### src/rtl/detector_jogada_pkg.sv
// -----------------------------------------------------------------------------
// detector_jogada_pkg
// Shared definitions for the play detector of the memory-game datapath:
//   - FSM state encodings (ESPERA / FILTRA / REGISTRA / SOLTA)
//   - button-to-code constants
//   - default debounce length
//   - small combinational helpers for encoding and press classification
// -----------------------------------------------------------------------------
package detector_jogada_pkg;

  // Default number of consecutive stable samples for press and release.
  localparam int DEBOUNCE_DEFAULT = 4;

  typedef enum logic [1:0] {
    ESPERA   = 2'b00,  // idle, waiting for a single press
    FILTRA   = 2'b01,  // press seen, debouncing it
    REGISTRA = 2'b10,  // one-cycle registration pulse
    SOLTA    = 2'b11   // waiting for a debounced release
  } estado_t;

  // Code driven on codigo for each button.
  localparam logic [1:0] COD_BOTAO0 = 2'b00;
  localparam logic [1:0] COD_BOTAO1 = 2'b01;
  localparam logic [1:0] COD_BOTAO2 = 2'b10;
  localparam logic [1:0] COD_BOTAO3 = 2'b11;

  // Encode a one-hot button vector into its 2-bit play code.
  function automatic logic [1:0] codifica(input logic [3:0] botoes);
    logic [1:0] cod;
    case (botoes)
      4'b0001: cod = COD_BOTAO0;
      4'b0010: cod = COD_BOTAO1;
      4'b0100: cod = COD_BOTAO2;
      4'b1000: cod = COD_BOTAO3;
      default: cod = COD_BOTAO0;
    endcase
    return cod;
  endfunction

  // Rebuild the one-hot button vector that produced a code.
  function automatic logic [3:0] decodifica(input logic [1:0] cod);
    logic [3:0] botoes;
    case (cod)
      COD_BOTAO0: botoes = 4'b0001;
      COD_BOTAO1: botoes = 4'b0010;
      COD_BOTAO2: botoes = 4'b0100;
      COD_BOTAO3: botoes = 4'b1000;
      default:    botoes = 4'b0000;
    endcase
    return botoes;
  endfunction

  // True when exactly one button is pressed.
  function automatic logic eh_unico(input logic [3:0] botoes);
    return ($countones(botoes) == 32'd1);
  endfunction

  // True when two or more buttons are pressed.
  function automatic logic eh_multiplo(input logic [3:0] botoes);
    return ($countones(botoes) >= 32'd2);
  endfunction

endpackage

### src/rtl/detector_jogada_if.sv
// -----------------------------------------------------------------------------
// detector_jogada_if
// Bundle between the game side (buttons + control unit) and the play detector.
//   enable        : new plays accepted
//   botoes[3:0]   : raw, pre-synchronised button levels (1 = pressed)
//   codigo[1:0]   : encoded play (D input of the play register)
//   registra      : one-cycle pulse, enable of the play register
//   erro_multiplo : two or more buttons pressed while idle
//   ocupado       : detector is not idle
// master = game side, slave = detector.
// -----------------------------------------------------------------------------
interface detector_jogada_if;
  logic       enable;
  logic [3:0] botoes;
  logic [1:0] codigo;
  logic       registra;
  logic       erro_multiplo;
  logic       ocupado;

  modport master (
    output enable, botoes,
    input  codigo, registra, erro_multiplo, ocupado
  );

  modport slave (
    input  enable, botoes,
    output codigo, registra, erro_multiplo, ocupado
  );
endinterface

### src/rtl/detector_jogada_contador_debounce.sv
// -----------------------------------------------------------------------------
// contador_debounce
// Mod-N up-counter shared by the press and release debounce phases.
//   clock   : rising-edge clock
//   clear_n : synchronous active-low reset
//   zera_i  : synchronous clear (wins over conta_i)
//   conta_i : count enable
//   fim_o   : terminal flag, high when counting on the last value (N-1)
// The counter wraps to zero on fim, so it never exceeds N-1.
// -----------------------------------------------------------------------------
module contador_debounce #(
  parameter int N  = 4,
  parameter int CW = $clog2(N)
) (
  input  logic clock,
  input  logic clear_n,
  input  logic zera_i,
  input  logic conta_i,
  output logic fim_o
);

  localparam logic [CW-1:0] ULTIMO = CW'(N - 1);

  logic [CW-1:0] cnt_q;
  logic [CW-1:0] cnt_d;

  // Next count: clear has priority, then counting with wrap at N-1.
  always_comb begin
    cnt_d = cnt_q;
    if (zera_i) begin
      cnt_d = '0;
    end else if (conta_i) begin
      if (cnt_q == ULTIMO) begin
        cnt_d = '0;
      end else begin
        cnt_d = cnt_q + CW'(1);
      end
    end else begin
      cnt_d = cnt_q;
    end
  end

  // Count register with synchronous reset.
  always_ff @(posedge clock) begin
    if (!clear_n) begin
      cnt_q <= '0;
    end else begin
      cnt_q <= cnt_d;
    end
  end

  assign fim_o = conta_i && (cnt_q == ULTIMO);

endmodule

### src/rtl/detector_jogada.sv
// -----------------------------------------------------------------------------
// detector_jogada
// Debounces the four game buttons, encodes a single pressed button into a
// 2-bit code and emits a one-cycle registra pulse for the play register.
// Simultaneous presses are refused; a debounced release is required before
// the next play is accepted.
//   clock   : system clock, rising edge
//   clear_n : synchronous active-low reset
//   bus     : detector_jogada_if.slave (enable, botoes in; codigo, registra,
//             erro_multiplo, ocupado out -- all outputs registered)
// -----------------------------------------------------------------------------
module detector_jogada
  import detector_jogada_pkg::*;
#(
  parameter int DEBOUNCE_CYCLES = DEBOUNCE_DEFAULT
) (
  input logic              clock,
  input logic              clear_n,
  detector_jogada_if.slave bus
);

  localparam int CW = $clog2(DEBOUNCE_CYCLES);

  estado_t    estado_q;
  logic [1:0] codigo_q;
  logic       registra_q;
  logic       erro_multiplo_q;
  logic       ocupado_q;

  logic zera_s;
  logic conta_s;
  logic fim_s;
  logic confirma_s;
  logic livre_s;

  // Held buttons still match the latched play and plays are still allowed.
  assign confirma_s = bus.enable && (bus.botoes == decodifica(codigo_q));
  assign livre_s    = (bus.botoes == 4'b0000);

  contador_debounce #(
    .N  (DEBOUNCE_CYCLES),
    .CW (CW)
  ) u_contador (
    .clock   (clock),
    .clear_n (clear_n),
    .zera_i  (zera_s),
    .conta_i (conta_s),
    .fim_o   (fim_s)
  );

  // Counter control: count only while the debounced condition holds,
  // otherwise restart from zero.
  always_comb begin
    zera_s  = 1'b0;
    conta_s = 1'b0;
    case (estado_q)
      ESPERA: begin
        zera_s = 1'b1;
      end
      FILTRA: begin
        if (confirma_s) begin
          conta_s = 1'b1;
        end else begin
          zera_s = 1'b1;
        end
      end
      REGISTRA: begin
        zera_s = 1'b1;
      end
      SOLTA: begin
        if (livre_s) begin
          conta_s = 1'b1;
        end else begin
          zera_s = 1'b1;
        end
      end
      default: begin
        zera_s = 1'b1;
      end
    endcase
  end

  // Play FSM with registered outputs. Reset lands in SOLTA so a button held
  // through reset must be released before it can register.
  always_ff @(posedge clock) begin
    if (!clear_n) begin
      estado_q        <= SOLTA;
      codigo_q        <= COD_BOTAO0;
      registra_q      <= 1'b0;
      erro_multiplo_q <= 1'b0;
      ocupado_q       <= 1'b1;
    end else begin
      case (estado_q)
        ESPERA: begin
          registra_q <= 1'b0;
          if (bus.enable && eh_unico(bus.botoes)) begin
            codigo_q        <= codifica(bus.botoes);
            estado_q        <= FILTRA;
            erro_multiplo_q <= 1'b0;
            ocupado_q       <= 1'b1;
          end else if (bus.enable && eh_multiplo(bus.botoes)) begin
            erro_multiplo_q <= 1'b1;
          end else begin
            erro_multiplo_q <= 1'b0;
          end
        end
        FILTRA: begin
          erro_multiplo_q <= 1'b0;
          if (confirma_s) begin
            if (fim_s) begin
              estado_q   <= REGISTRA;
              registra_q <= 1'b1;
            end else begin
              registra_q <= 1'b0;
            end
          end else begin
            estado_q   <= ESPERA;
            registra_q <= 1'b0;
            ocupado_q  <= 1'b0;
          end
        end
        REGISTRA: begin
          estado_q        <= SOLTA;
          registra_q      <= 1'b0;
          erro_multiplo_q <= 1'b0;
        end
        SOLTA: begin
          registra_q      <= 1'b0;
          erro_multiplo_q <= 1'b0;
          if (livre_s && fim_s) begin
            estado_q  <= ESPERA;
            ocupado_q <= 1'b0;
          end else begin
            ocupado_q <= 1'b1;
          end
        end
        default: begin
          estado_q        <= SOLTA;
          registra_q      <= 1'b0;
          erro_multiplo_q <= 1'b0;
          ocupado_q       <= 1'b1;
        end
      endcase
    end
  end

  assign bus.codigo        = codigo_q;
  assign bus.registra      = registra_q;
  assign bus.erro_multiplo = erro_multiplo_q;
  assign bus.ocupado       = ocupado_q;

endmodule

### src/flat_wrapper.sv
// flat-port wrapper written by rule: the top's interface ports become plain ports
module detector_jogada_flat import detector_jogada_pkg::*;
#(
  parameter int DEBOUNCE_CYCLES = DEBOUNCE_DEFAULT
)
  (clock, clear_n, bus_enable, bus_botoes, bus_codigo, bus_registra, bus_erro_multiplo, bus_ocupado);
  detector_jogada_if bus_i ();
  input logic clock;
  input logic clear_n;
  input wire logic [$bits(bus_i.enable)-1:0] bus_enable;
  input wire logic [$bits(bus_i.botoes)-1:0] bus_botoes;
  output wire logic [$bits(bus_i.codigo)-1:0] bus_codigo;
  output wire logic [$bits(bus_i.registra)-1:0] bus_registra;
  output wire logic [$bits(bus_i.erro_multiplo)-1:0] bus_erro_multiplo;
  output wire logic [$bits(bus_i.ocupado)-1:0] bus_ocupado;
  assign bus_i.enable = bus_enable;
  assign bus_i.botoes = bus_botoes;
  assign bus_codigo = bus_i.codigo;
  assign bus_registra = bus_i.registra;
  assign bus_erro_multiplo = bus_i.erro_multiplo;
  assign bus_ocupado = bus_i.ocupado;
  detector_jogada #(.DEBOUNCE_CYCLES(DEBOUNCE_CYCLES)) u_core (.clock(clock), .clear_n(clear_n), .bus(bus_i));
endmodule
### config.mk
export PLATFORM = sky130hd
export DESIGN_NAME = detector_jogada_flat
export DESIGN_NICKNAME = d
export VERILOG_FILES = /design/src/rtl/detector_jogada_pkg.sv /design/src/rtl/detector_jogada_if.sv /design/src/rtl/detector_jogada_contador_debounce.sv /design/src/rtl/detector_jogada.sv /design/src/flat_wrapper.sv
export SDC_FILE = /design/constraint.sdc
export NUM_CORES = 1
export LEC_CHECK = 0
export BUFFER_PORTS_ARGS = -buffer_cell sky130_fd_sc_hd__buf_2
export CORE_MARGIN = 10
export CORE_UTILIZATION = 30
export DETAILED_ROUTE_END_ITERATION = 12
export GPL_ROUTABILITY_DRIVEN = 0
export HOLD_SLACK_MARGIN = 0.06
export PLACE_DENSITY_LB_ADDON = 0.08
export SLEW_MARGIN = 0
export SYNTH_ARGS = -nofsm -noshare
export SYNTH_HDL_FRONTEND = slang
export SYNTH_SLANG_ARGS = --single-unit
export TNS_END_PERCENT = 5
### constraint.sdc
create_clock -name clock -period 3.67 [get_ports clock]
set_input_delay 0.367 -clock clock [delete_from_list [all_inputs] [get_ports clock]]
set_output_delay 0.367 -clock clock [all_outputs]
set_load 0.02 [all_outputs]
=== Word-level counts from Yosys, hierarchy flattened ===
Index checks and enable logic that the tools add are counted.

* Register bits: 9
* Input port bits: 7
* Output and inout bits: 5
* Logic and storage cells: 68

* Add/subtract/negate cells: 4
* Magnitude comparators: 1
* Equality and inequality tests: 16
* Muxes and demuxes: 24
* Bitwise gates (word level): 1
* Reductions and logical operators: 16

{| class="wikitable"
|+ Operators with widths
! cell !! number
|-
| $add 32x32->32 || 1
|-
| $eq 32x1->1 const B || 1
|-
| $ge 32x2->1 const B || 1
|-
| $pmux 4 s4 || 1
|-
| $mux 1 || 11
|-
| $eq 2x2->1 const B || 5
|-
| $mux 2 || 5
|-
| $pmux 2 s4 || 1
|-
| $pmux 1 s2 || 3
|-
| $pmux 1 s3 || 2
|-
| $pmux 2 s3 || 1
|-
| $reduce_and 3->1 || 2
|-
| $reduce_or 3->1 || 2
|-
| $logic_and 1x1->1 || 5
|-
| $add 1x1->2 || 2
|-
| $eq 2x1->1 const B || 2
|-
| $eq 4x2->1 const B || 1
|-
| $eq 4x3->1 const B || 1
|-
| $eq 4x4->1 || 1
|-
| $eq 4x4->1 const B || 1
|-
| $logic_not 2->1 || 2
|-
| $logic_not 4->1 || 1
|-
| $ne 2x1->1 const B || 2
|-
| $reduce_or 2->1 || 2
|-
| 6 further kinds || 6
|}

=== Longest topological paths before layout ===
Gate-level depths: netlist of the first run.

* Depth in word-level cells: 10
* Mapped depth: 9

=== By module ===
A second synthesis of the first run with hierarchy kept.

* Cell total of the unflattened synthesis: 78
* Area total of the unflattened synthesis: 641.9 um2

{| class="wikitable"
|+ By module, submodules not included
! module !! instances !! cells each !! area an instance (um2) !! sequential area each (um2)
|-
| detector_jogada || 1 || 68 || 539.3 || 140.1
|-
| contador_debounce || 1 || 10 || 102.6 || 40.0
|}

=== Worst setup path after synthesis of the first run ===
OpenSTA, ideal clock, no wires.

* Kind: input-to-reg
* Start: input port bus_botoes[0]
* End: register u_core.codigo_q[0], in the netlist u_core.bus.codigo[0]
* Setup time: 125 ps
* Arrival time: 2029 ps
* Required time: 3545 ps
* Setup slack: 1516 ps
* Stages on the path: 9
* Buffers on the path: 0
* Cells stage by stage: inv_1 > ha_1 > ha_1 > fa_1 > nor2_1 > and3_1 > nand2_1 > a221oi_1 > nor3b_1

* Word-level cells in the longest chain between the ends: 5

{| class="wikitable"
|+ Ends and longest elaborated chain
! element !! line !! RTL
|-
| start, declared || flat_wrapper.sv:11 || <nowiki>input wire logic [$bits(bus_i.botoes)-1:0] bus_botoes;</nowiki>
|-
| $add 1x1->2 (implied by the code) || detector_jogada_pkg.sv:55 || <nowiki>return ($countones(botoes) == 32'd1);</nowiki>
|-
| $add 32x32->32 (implied by the code) || detector_jogada_pkg.sv:55 ||
|-
| $eq 32x1->1 || detector_jogada_pkg.sv:55 ||
|-
| $logic_and 1x1->1 || detector_jogada.sv:96 || <nowiki>if (bus.enable && eh_unico(bus.botoes)) begin</nowiki>
|-
| $reduce_and 2->1 (no line) || -- ||
|-
| end signal, assigned || detector_jogada.sv:97 || <nowiki>codigo_q <= codifica(bus.botoes);</nowiki>
|-
| end, declared || detector_jogada.sv:25 || <nowiki>logic [1:0] codigo_q;</nowiki>
|}

Several ways; a longest one is shown, not always the timed one.
A chain may end at the register's enable or synchronous reset.

=== Worst setup path in the final report of the first run ===
Same ends and word-level chain as after synthesis.

==> reports/metrics.json, run 1 <==
{
  "setup.worst_path.end_class": {"value": "register"},
  "clock_insertion_delay_worst_skew": {"value": 0.26, "unit": "ns"},
  "synthAdderAreaFrac": {"value": 0.219},
  "hp-class": {"value": "input port to register"},
  "async_flop_share": {"value": 0},
  "worst-endpoint-required": {"value": 3.82, "unit": "ns"},
  "synth_flop_cell": {"value": "sky130_fd_sc_hd__dfxtp_1"},
  "number_of_antenna_violations_at_the_first_check_in_global_routing": {"value": 0},
  "initial_utilization": {"value": 0.311},
  "post_synthesis_to_final_layout_area_growth": {"value": 18.4, "unit": "%"},
  "ant_nets": {"value": 0},
  "finalSetupViolations": {"value": 0},
  "worstMarginPinSlew": {"value": 0.278, "unit": "ns"},
  "cts_htree_levels": {"value": 1},
  "finish.cell_count_without_fillers": {"value": 105},
  "clk_path_buf_depth": {"value": 2},
  "floorplan.rows": {"value": 16},
  "num-nets-final": {"value": 96},
  "yosys.cell_types.count": {"value": 29},
  "static-leakage-power": {"value": 0.331, "unit": "nW"},
  "criticalPathCategory": {"value": "input port to register"},
  "worst_ep_arrival_time": {"value": 2.34, "unit": "ns"},
  "yosys.area_share.xor_xnor": {"value": 0},
  "power_density": {"value": 286, "unit": "nW/µm²"},
  "vdd_drop_max": {"value": 131, "unit": "µV"},
  "p_clk_frac": {"value": 0.385},
  "nFillCells": {"value": 228},
  "hold_violations": {"value": 0},
  "clk_pin_slew_worst_paths": {"value": 0.06, "unit": "ns"},
  "synth.area.top_cells": {"value": "sky130_fd_sc_hd__dfxtp_1 (30%), sky130_fd_sc_hd__ha_1 (19%), sky130_fd_sc_hd__nor2b_1 (5.2%)"},
  "finalWirelength": {"value": 1350, "unit": "µm"},
  "first_global_vias": {"value": 517},
  "achievable-frequency": {"value": 457, "unit": "MHz"},
  "finalSetupTns": {"value": 0, "unit": "ns"},
  "rrSetupSlack": {"value": 2.18, "unit": "ns"},
  "post_drt_via_cell_ratio": {"value": 4.83},
  "crit_path_max_fanout": {"value": 5},
  "synth_fp_nets": {"value": 81},
  "power.share.combinational": {"value": 0.136},
  "hold-path-endpoint": {"value": "u_core.estado_q[0]"},
  "global_route.usage.total": {"value": 0.0687},
  "final.min_clock_period": {"value": 2.19, "unit": "ns"},
  "power.net_switching": {"value": 0.0000533, "unit": "W"},
  "detailed_placement_hpwl": {"value": 1050, "unit": "µm"},
  "top_level_ports": {"value": 12},
  "synth_largest_area_cell": {"value": "sky130_fd_sc_hd__dfxtp_1"},
  "internal_pwr_total": {"value": 0.000151, "unit": "W"},
  "synth_area": {"value": 604, "unit": "µm²"},
  "tritoncts_clock_tree": {"value": "done"},
  "io_buffers": {"value": 11},
  "yosys_register_bits": {"value": 9},
  "clock_tree.root_cell": {"value": "sky130_fd_sc_hd__clkbuf_4"},
  "gr-total-overflow": {"value": 0},
  "synth_top_family_by_area": {"value": "simple AND/OR/NAND/NOR gates"},
  "crit-reg2reg-launch": {"value": "u_core.bus.codigo[1]"},
  "synthesized_netlist_cell_count": {"value": 64},
  "antenna_cells": {"value": 0},
  "worst_hold_startpoint": {"value": "clear_n"},
  "critical_path_launch_point_type": {"value": "input port"},
  "layout_worst_path_cycle_share": {"value": 0.596},
  "detail_route.wl_per_cell": {"value": 12.8, "unit": "µm"},
  "ys.warnings.count": {"value": 0},
  "post_cts_resize_count": {"value": 0},
  "cts_setup_buffers": {"value": 0},
  "finalClockSkew": {"value": 0.00241, "unit": "ns"},
  "reg2regPathDepth": {"value": 5},
  "synth_compound_area_frac": {"value": 0.178},
  "first_pass_grt_wire_length": {"value": 2300, "unit": "µm"},
  "multiInputGateArea": {"value": 402, "unit": "µm²"},
  "yosysSeqAreaShare": {"value": 0.298},
  "drc": {"value": 0},
  "seqCellArea": {"value": 180, "unit": "µm²"},
  "outcome": {"value": "complete, no violations"},
  "yosys.area.top_type_share": {"value": 0.298},
  "whs": {"value": 0.380, "unit": "ns"},
  "cts_num_sinks": {"value": 9},
  "drv_slew": {"value": 0},
  "reg2reg_to": {"value": "u_core.u_contador.cnt_q[1]"},
  "layout_cell_share_with_drive_strength_beyond_1": {"value": 0.231},
  "die_width": {"value": 64.9, "unit": "µm"},
  "drt-pass1-iter-count": {"value": 2},
  "detailedRoute.firstIterationViolations": {"value": 1},
  "hold-path-cell-count": {"value": 2},
  "flop_pwr_share": {"value": 0.479},
  "avgSynthCellArea": {"value": 9.44, "unit": "µm²"},
  "number_of_enable_type_register_cells_in_the_synthesized_netlist": {"value": 0},
  "die_y": {"value": 64.9, "unit": "µm"},
  "netSwitchingFraction": {"value": 0.261},
  "grt_max_degree": {"value": 11},
  "tritoncts.num_buffers": {"value": 3},
  "core-area": {"value": 1940, "unit": "µm²"},
  "maxCapViolations": {"value": 0},
  "timing.slew.headroom": {"value": 0.815},
  "placedCellCount": {"value": 101},
  "post_synth_mux_area_share": {"value": 0.0248},
  "unrepaired_setup_endpoints_after_global_routing": {"value": "no"},
  "synth-simple-area-share": {"value": 0.242},
  "dieArea": {"value": 4210, "unit": "µm²"},
  "routed-via-count": {"value": 507},
  "cts_hold_buf": {"value": 0}
}
## metrics by stage
stage	utilization	power, W	cell area (µm²)	worst slack [ns]
final	0.369	0.000204	716	1.48
after global routing	0.369	0.000216	716	1.36
after CTS	0.369	0.000209	716	1.51
after detailed placement	0.355	0.000128	689	1.21
after global placement	0.355	0.000128	689	1.22
after floorplan	-	0.000117	604	1.52
## cell families (layout without fill, tap and decap cells)
group,count (synthesis),in the layout
AND/OR/NAND/NOR,27,27
AO/OA/AOI/OAI,11,11
adder cells (fa/ha/maj),10,10
flip-flops,9,9
buffers and inverters,6,20
multiplexers,1,1
## layer usage
| metal | global-route usage | up-vias | wire length [µm] | share of wire |
|---|---|---|---|---|
| met5 | 0 | - | 0 | 0 |
| met4 | 0.0321 | 0 | 21 | 0.016 |
| met3 | 0.0378 | 5 | 82 | 0.061 |
| met2 | 0.112 | 8 | 647 | 0.48 |
| met1 | 0.0706 | 235 | 594 | 0.44 |
| li1 | - | 259 | - | - |
## cell usage after synthesis, types with 2 or more instances
library cell	count
sky130_fd_sc_hd__ha_1	9
sky130_fd_sc_hd__dfxtp_1	9
sky130_fd_sc_hd__nor2_1	5
sky130_fd_sc_hd__nor2b_1	5
sky130_fd_sc_hd__nand4_1	2
sky130_fd_sc_hd__inv_1	5
sky130_fd_sc_hd__and3_1	3
sky130_fd_sc_hd__nand2_1	5
## critical path, stage by stage
cell,delay (ns)
sky130_fd_sc_hd__buf_2,0.11
sky130_fd_sc_hd__inv_1,0.13
sky130_fd_sc_hd__ha_1,0.26
sky130_fd_sc_hd__ha_1,0.21
sky130_fd_sc_hd__fa_1,0.42
sky130_fd_sc_hd__nor2_1,0.15
sky130_fd_sc_hd__and3_1,0.28
sky130_fd_sc_hd__nand2_1,0.10
sky130_fd_sc_hd__a221oi_1,0.23
sky130_fd_sc_hd__nor3b_1,0.08
## how the worst max path moves through the flow
stage                   from              endpoint  slack [ns]  cells after the start
2_1_floorplan  bus_botoes[0]  u_core.bus.codigo[0]        1.52                      9
3_3_place_gp   bus_botoes[3]  u_core.bus.codigo[0]        1.22                     10
3_5_place_dp   bus_botoes[3]  u_core.bus.codigo[0]        1.21                     10
4_1_cts        bus_botoes[3]  u_core.bus.codigo[0]        1.51                     10
5_1_grt        bus_botoes[3]  u_core.bus.codigo[0]        1.36                     10
6_report       bus_botoes[0]  u_core.bus.codigo[0]        1.48                     10
## placed cells by master (no fill, tap or decap), types with 2 or more instances in the layout
cell type	synthesis	final
sky130_fd_sc_hd__ha_1	9	9
sky130_fd_sc_hd__buf_2	0	11
sky130_fd_sc_hd__nand4_1	2	2
sky130_fd_sc_hd__dfxtp_1	9	9
sky130_fd_sc_hd__inv_1	5	5
sky130_fd_sc_hd__clkbuf_4	0	3
sky130_fd_sc_hd__nor2b_1	5	5
sky130_fd_sc_hd__nor2_1	5	5
sky130_fd_sc_hd__nand2_1	5	5
sky130_fd_sc_hd__and3_1	3	3
## cell type report
| class | instances | share of cell area |
|---|---|---|
| multi-input combinational | 49 | 0.561 |
| sequential | 9 | 0.252 |
| timing repair buffer | 11 | 0.0769 |
| tap | 27 | 0.0472 |
| clock buffer | 4 | 0.0367 |
| inverter | 5 | 0.0262 |
## power by group through the flow
stage          clock network [W]  logic [W]  registers, W
2_1_floorplan                  0  0.0000172      0.000100
3_3_place_gp                   0  0.0000283      0.000100
3_5_place_dp                   0  0.0000280      0.000100
4_1_cts                0.0000829  0.0000279     0.0000979
5_1_grt                0.0000863  0.0000314     0.0000979
6_report               0.0000787  0.0000277     0.0000979
(Power assumes the default switching activity.)
==> run 2: changes to the inputs <==
Clock period 3.67 ns to 2.2 ns, I/O delays scaled along.
==> run 2 against run 1 <==
Against the previous run: non-clock buffer count is 11 higher; flip-flop and latch count stayed put; hold slack worse by 0.15 ns; clock power is 60% higher; combinational power is 130% higher; sequential share of layout area is 2.6 points lower; worst setup slack worse by 1.2 ns; design area is 12% higher; register-to-register slack worse by 1.5 ns; sequential power is 66% higher; core utilization is 4.3 points higher; critical endpoint unchanged.
==> reports/metrics.json, run 2 (synthesis results as in run 1) <==
{
  "number_of_antenna_violations_at_the_first_check_in_global_routing": {"value": 0, "change": "unchanged"},
  "unrepaired_setup_endpoints_after_global_routing": {"value": "no"},
  "tritoncts_clock_tree": {"value": "done"},
  "detail_route.wl_per_cell": {"value": 11.6, "unit": "µm", "change": "-9.5%"},
  "outcome": {"value": "complete, no violations"},
  "finalSetupViolations": {"value": 0, "change": "unchanged"},
  "detailed_placement_hpwl": {"value": 1140, "unit": "µm", "change": "+8.2%"},
  "cts_num_sinks": {"value": 9, "change": "unchanged"},
  "cts_htree_levels": {"value": 1, "change": "unchanged"},
  "floorplan.rows": {"value": 16, "change": "unchanged"},
  "drt-pass1-iter-count": {"value": 4, "change": "+2"},
  "critical_path.most_common_cell": {"value": "sky130_fd_sc_hd__ha_1"},
  "hold_violations": {"value": 0, "change": "unchanged"},
  "postLayoutCellArea": {"value": 798, "unit": "µm²", "change": "+12%"},
  "power_density": {"value": 443, "unit": "nW/µm²", "change": "+55%"},
  "layout_common_cells": {"value": "sky130_fd_sc_hd__buf_2 (11), sky130_fd_sc_hd__buf_4 (11), sky130_fd_sc_hd__ha_1 (9), sky130_fd_sc_hd__dfxtp_1 (9)"},
  "core-area": {"value": 1940, "unit": "µm²", "change": "unchanged"},
  "dieArea": {"value": 4210, "unit": "µm²", "change": "unchanged"},
  "io_buffers": {"value": 11, "change": "unchanged"},
  "finalWirelength": {"value": 1350, "unit": "µm", "change": "unchanged"},
  "timing.slew.headroom": {"value": 0.811, "change": "-0.00365"},
  "worst-endpoint-required": {"value": 2.34, "unit": "ns", "change": "-1.48 ns"},
  "cts_hold_buf": {"value": 0, "change": "unchanged"},
  "worst_ep_arrival_time": {"value": 2.06, "unit": "ns", "change": "-0.28 ns"},
  "layout_cell_share_with_drive_strength_beyond_1": {"value": 0.326, "change": "+0.0951"},
  "criticalPathCategory": {"value": "input port to register"},
  "antenna_cells": {"value": 0, "change": "unchanged"},
  "m1WireLength": {"value": 640, "unit": "µm", "change": "+7.7%"},
  "vdd_drop_max": {"value": 334, "unit": "µV", "change": "+160%"},
  "ant_nets": {"value": 0, "change": "unchanged"},
  "placed_cell_area": {"value": 772, "unit": "µm²", "change": "+12%"},
  "routed-via-count": {"value": 546, "change": "+7.7%"},
  "gr-total-overflow": {"value": 0, "change": "unchanged"},
  "drc": {"value": 0, "change": "unchanged"},
  "finalClockSkew": {"value": 0.00725, "unit": "ns", "change": "+0.00483 ns"},
  "layout.core_utilization": {"value": 0.411, "change": "+0.0425"},
  "clock_tree.root_cell": {"value": "sky130_fd_sc_hd__clkbuf_4"},
  "layout_worst_path_cycle_share": {"value": 0.877},
  "maxCapViolations": {"value": 0, "change": "unchanged"},
  "first_global_vias": {"value": 533, "change": "+3.1%"},
  "route.met3.wl": {"value": 63, "unit": "µm", "change": "-23%"},
  "static-leakage-power": {"value": 0.383, "unit": "nW", "change": "+16%"},
  "final.min_clock_period": {"value": 1.93, "unit": "ns"},
  "detailedRoute.firstIterationViolations": {"value": 4, "change": "+3"},
  "finish.cell_count_without_fillers": {"value": 116, "change": "+10%"},
  "tritoncts.num_buffers": {"value": 3, "change": "unchanged"},
  "achievable-frequency": {"value": 518, "unit": "MHz"},
  "initial_utilization": {"value": 0.311, "change": "unchanged"},
  "grt_max_degree": {"value": 11, "change": "unchanged"},
  "worstPathCellList": {"value": "buf_2 -> inv_1 -> ha_1 -> ha_1 -> fa_1 -> nor2_1 -> and3_1 -> nand2_1 -> a221oi_1 -> nor3b_1"},
  "global_route.usage.total": {"value": 0.0688, "change": "about the same"},
  "whs": {"value": 0.227, "unit": "ns", "change": "-0.153 ns"},
  "hold-path-cell-count": {"value": 2, "change": "unchanged"},
  "die_y": {"value": 64.9, "unit": "µm", "change": "unchanged"},
  "cts_setup_buffers": {"value": 0, "change": "unchanged"},
  "met2_length": {"value": 641, "unit": "µm", "change": "-0.93%"},
  "num-nets-final": {"value": 107, "change": "+11%"},
  "timing.critical_path.slowest_stage_cell": {"value": "sky130_fd_sc_hd__fa_1"},
  "top_level_ports": {"value": 12, "change": "unchanged"},
  "hp-class": {"value": "input port to register"},
  "clk_pin_slew_worst_paths": {"value": 0.06, "unit": "ns", "change": "about the same"},
  "crit_path_max_incr_delay": {"value": 0.43, "unit": "ns", "change": "about the same"},
  "post_synthesis_to_final_layout_area_growth": {"value": 32.1, "unit": "%"},
  "reg2regPathDepth": {"value": 5, "change": "unchanged"},
  "clock_insertion_delay_worst_skew": {"value": 0.26, "unit": "ns", "change": "about the same"},
  "drv_slew": {"value": 0, "change": "unchanged"},
  "placedCellCount": {"value": 112, "change": "+11%"},
  "crit_path_max_fanout": {"value": 4, "change": "-1"},
  "clk_path_buf_depth": {"value": 2, "change": "unchanged"},
  "worstMarginPinSlew": {"value": 0.283, "unit": "ns", "change": "+0.00548 ns"},
  "post_drt_via_cell_ratio": {"value": 4.71, "change": "-2.5%"},
  "nFillCells": {"value": 201, "change": "-12%"},
  "first_pass_grt_wire_length": {"value": 2290, "unit": "µm", "change": "-0.61%"},
  "route.top_layer_used": {"value": "met3"},
  "die_width": {"value": 64.9, "unit": "µm", "change": "unchanged"},
  "post_cts_resize_count": {"value": 0, "change": "unchanged"},
  "finalSetupTns": {"value": 0, "unit": "ns", "change": "unchanged"},
  "setup.worst_path.end_class": {"value": "register"},
  "critical_path_launch_point_type": {"value": "input port"}
}
==> run 2: layout make-up <==
class,instances,area (µm²),share of cell area
clock buffer,4,26.3,0.0329
tap,27,33.8,0.0423
timing repair buffer,22,138,0.172
inverter,5,18.8,0.0235
multi-input combinational,49,402,0.503
sequential,9,180,0.226
==> run 2: worst paths after layout <==
kind	startpoint	to	slack, ns
max	bus_botoes[0]	u_core.bus.codigo[0]	0.27
min	clear_n	u_core.estado_q[0]	0.23
max reg2reg	u_core.bus.codigo[1]	u_core.u_contador.cnt_q[0]	0.72
min reg2reg	u_core.bus.ocupado	u_core.bus.ocupado	0.52
==> run 2: routing by layer <==
layer / vias up / global-route usage
met5: - / 0
met4: 0 / 0.0241
met3: 0 / 0.0412
met2: 7 / 0.106
met1: 256 / 0.0766
li1: 283 / -
==> run 2: through the flow <==
| stage | power [W] | setup slack, ns |
|---|---|---|
| global route | 0.000379 | 0.109 |
| floorplan | 0.000196 | 0.193 |
| CTS | 0.000362 | 0.275 |
| global placement | 0.000233 | 0.0341 |
| finish | 0.000354 | 0.271 |
| detailed placement | 0.000232 | 0.00506 |
==> run 2: worst max-delay path, delay by kind of cell <==
kind            cells  cell delay, ns
compound gates      1            0.24
fa+ha+maj           3            0.92
buf+inv             2            0.13
simple gates        4            0.54
==> run 2: power by group <==
part / internal, W / leakage [nW] / switching, W
Combinational: 0.0000347 / 0.296 / 0.0000301
Clock: 0.0000698 / 0.0150 / 0.0000559
Sequential: 0.000163 / 0.0726 / 0.000000168
Total: 0.000268 / 0.383 / 0.0000862
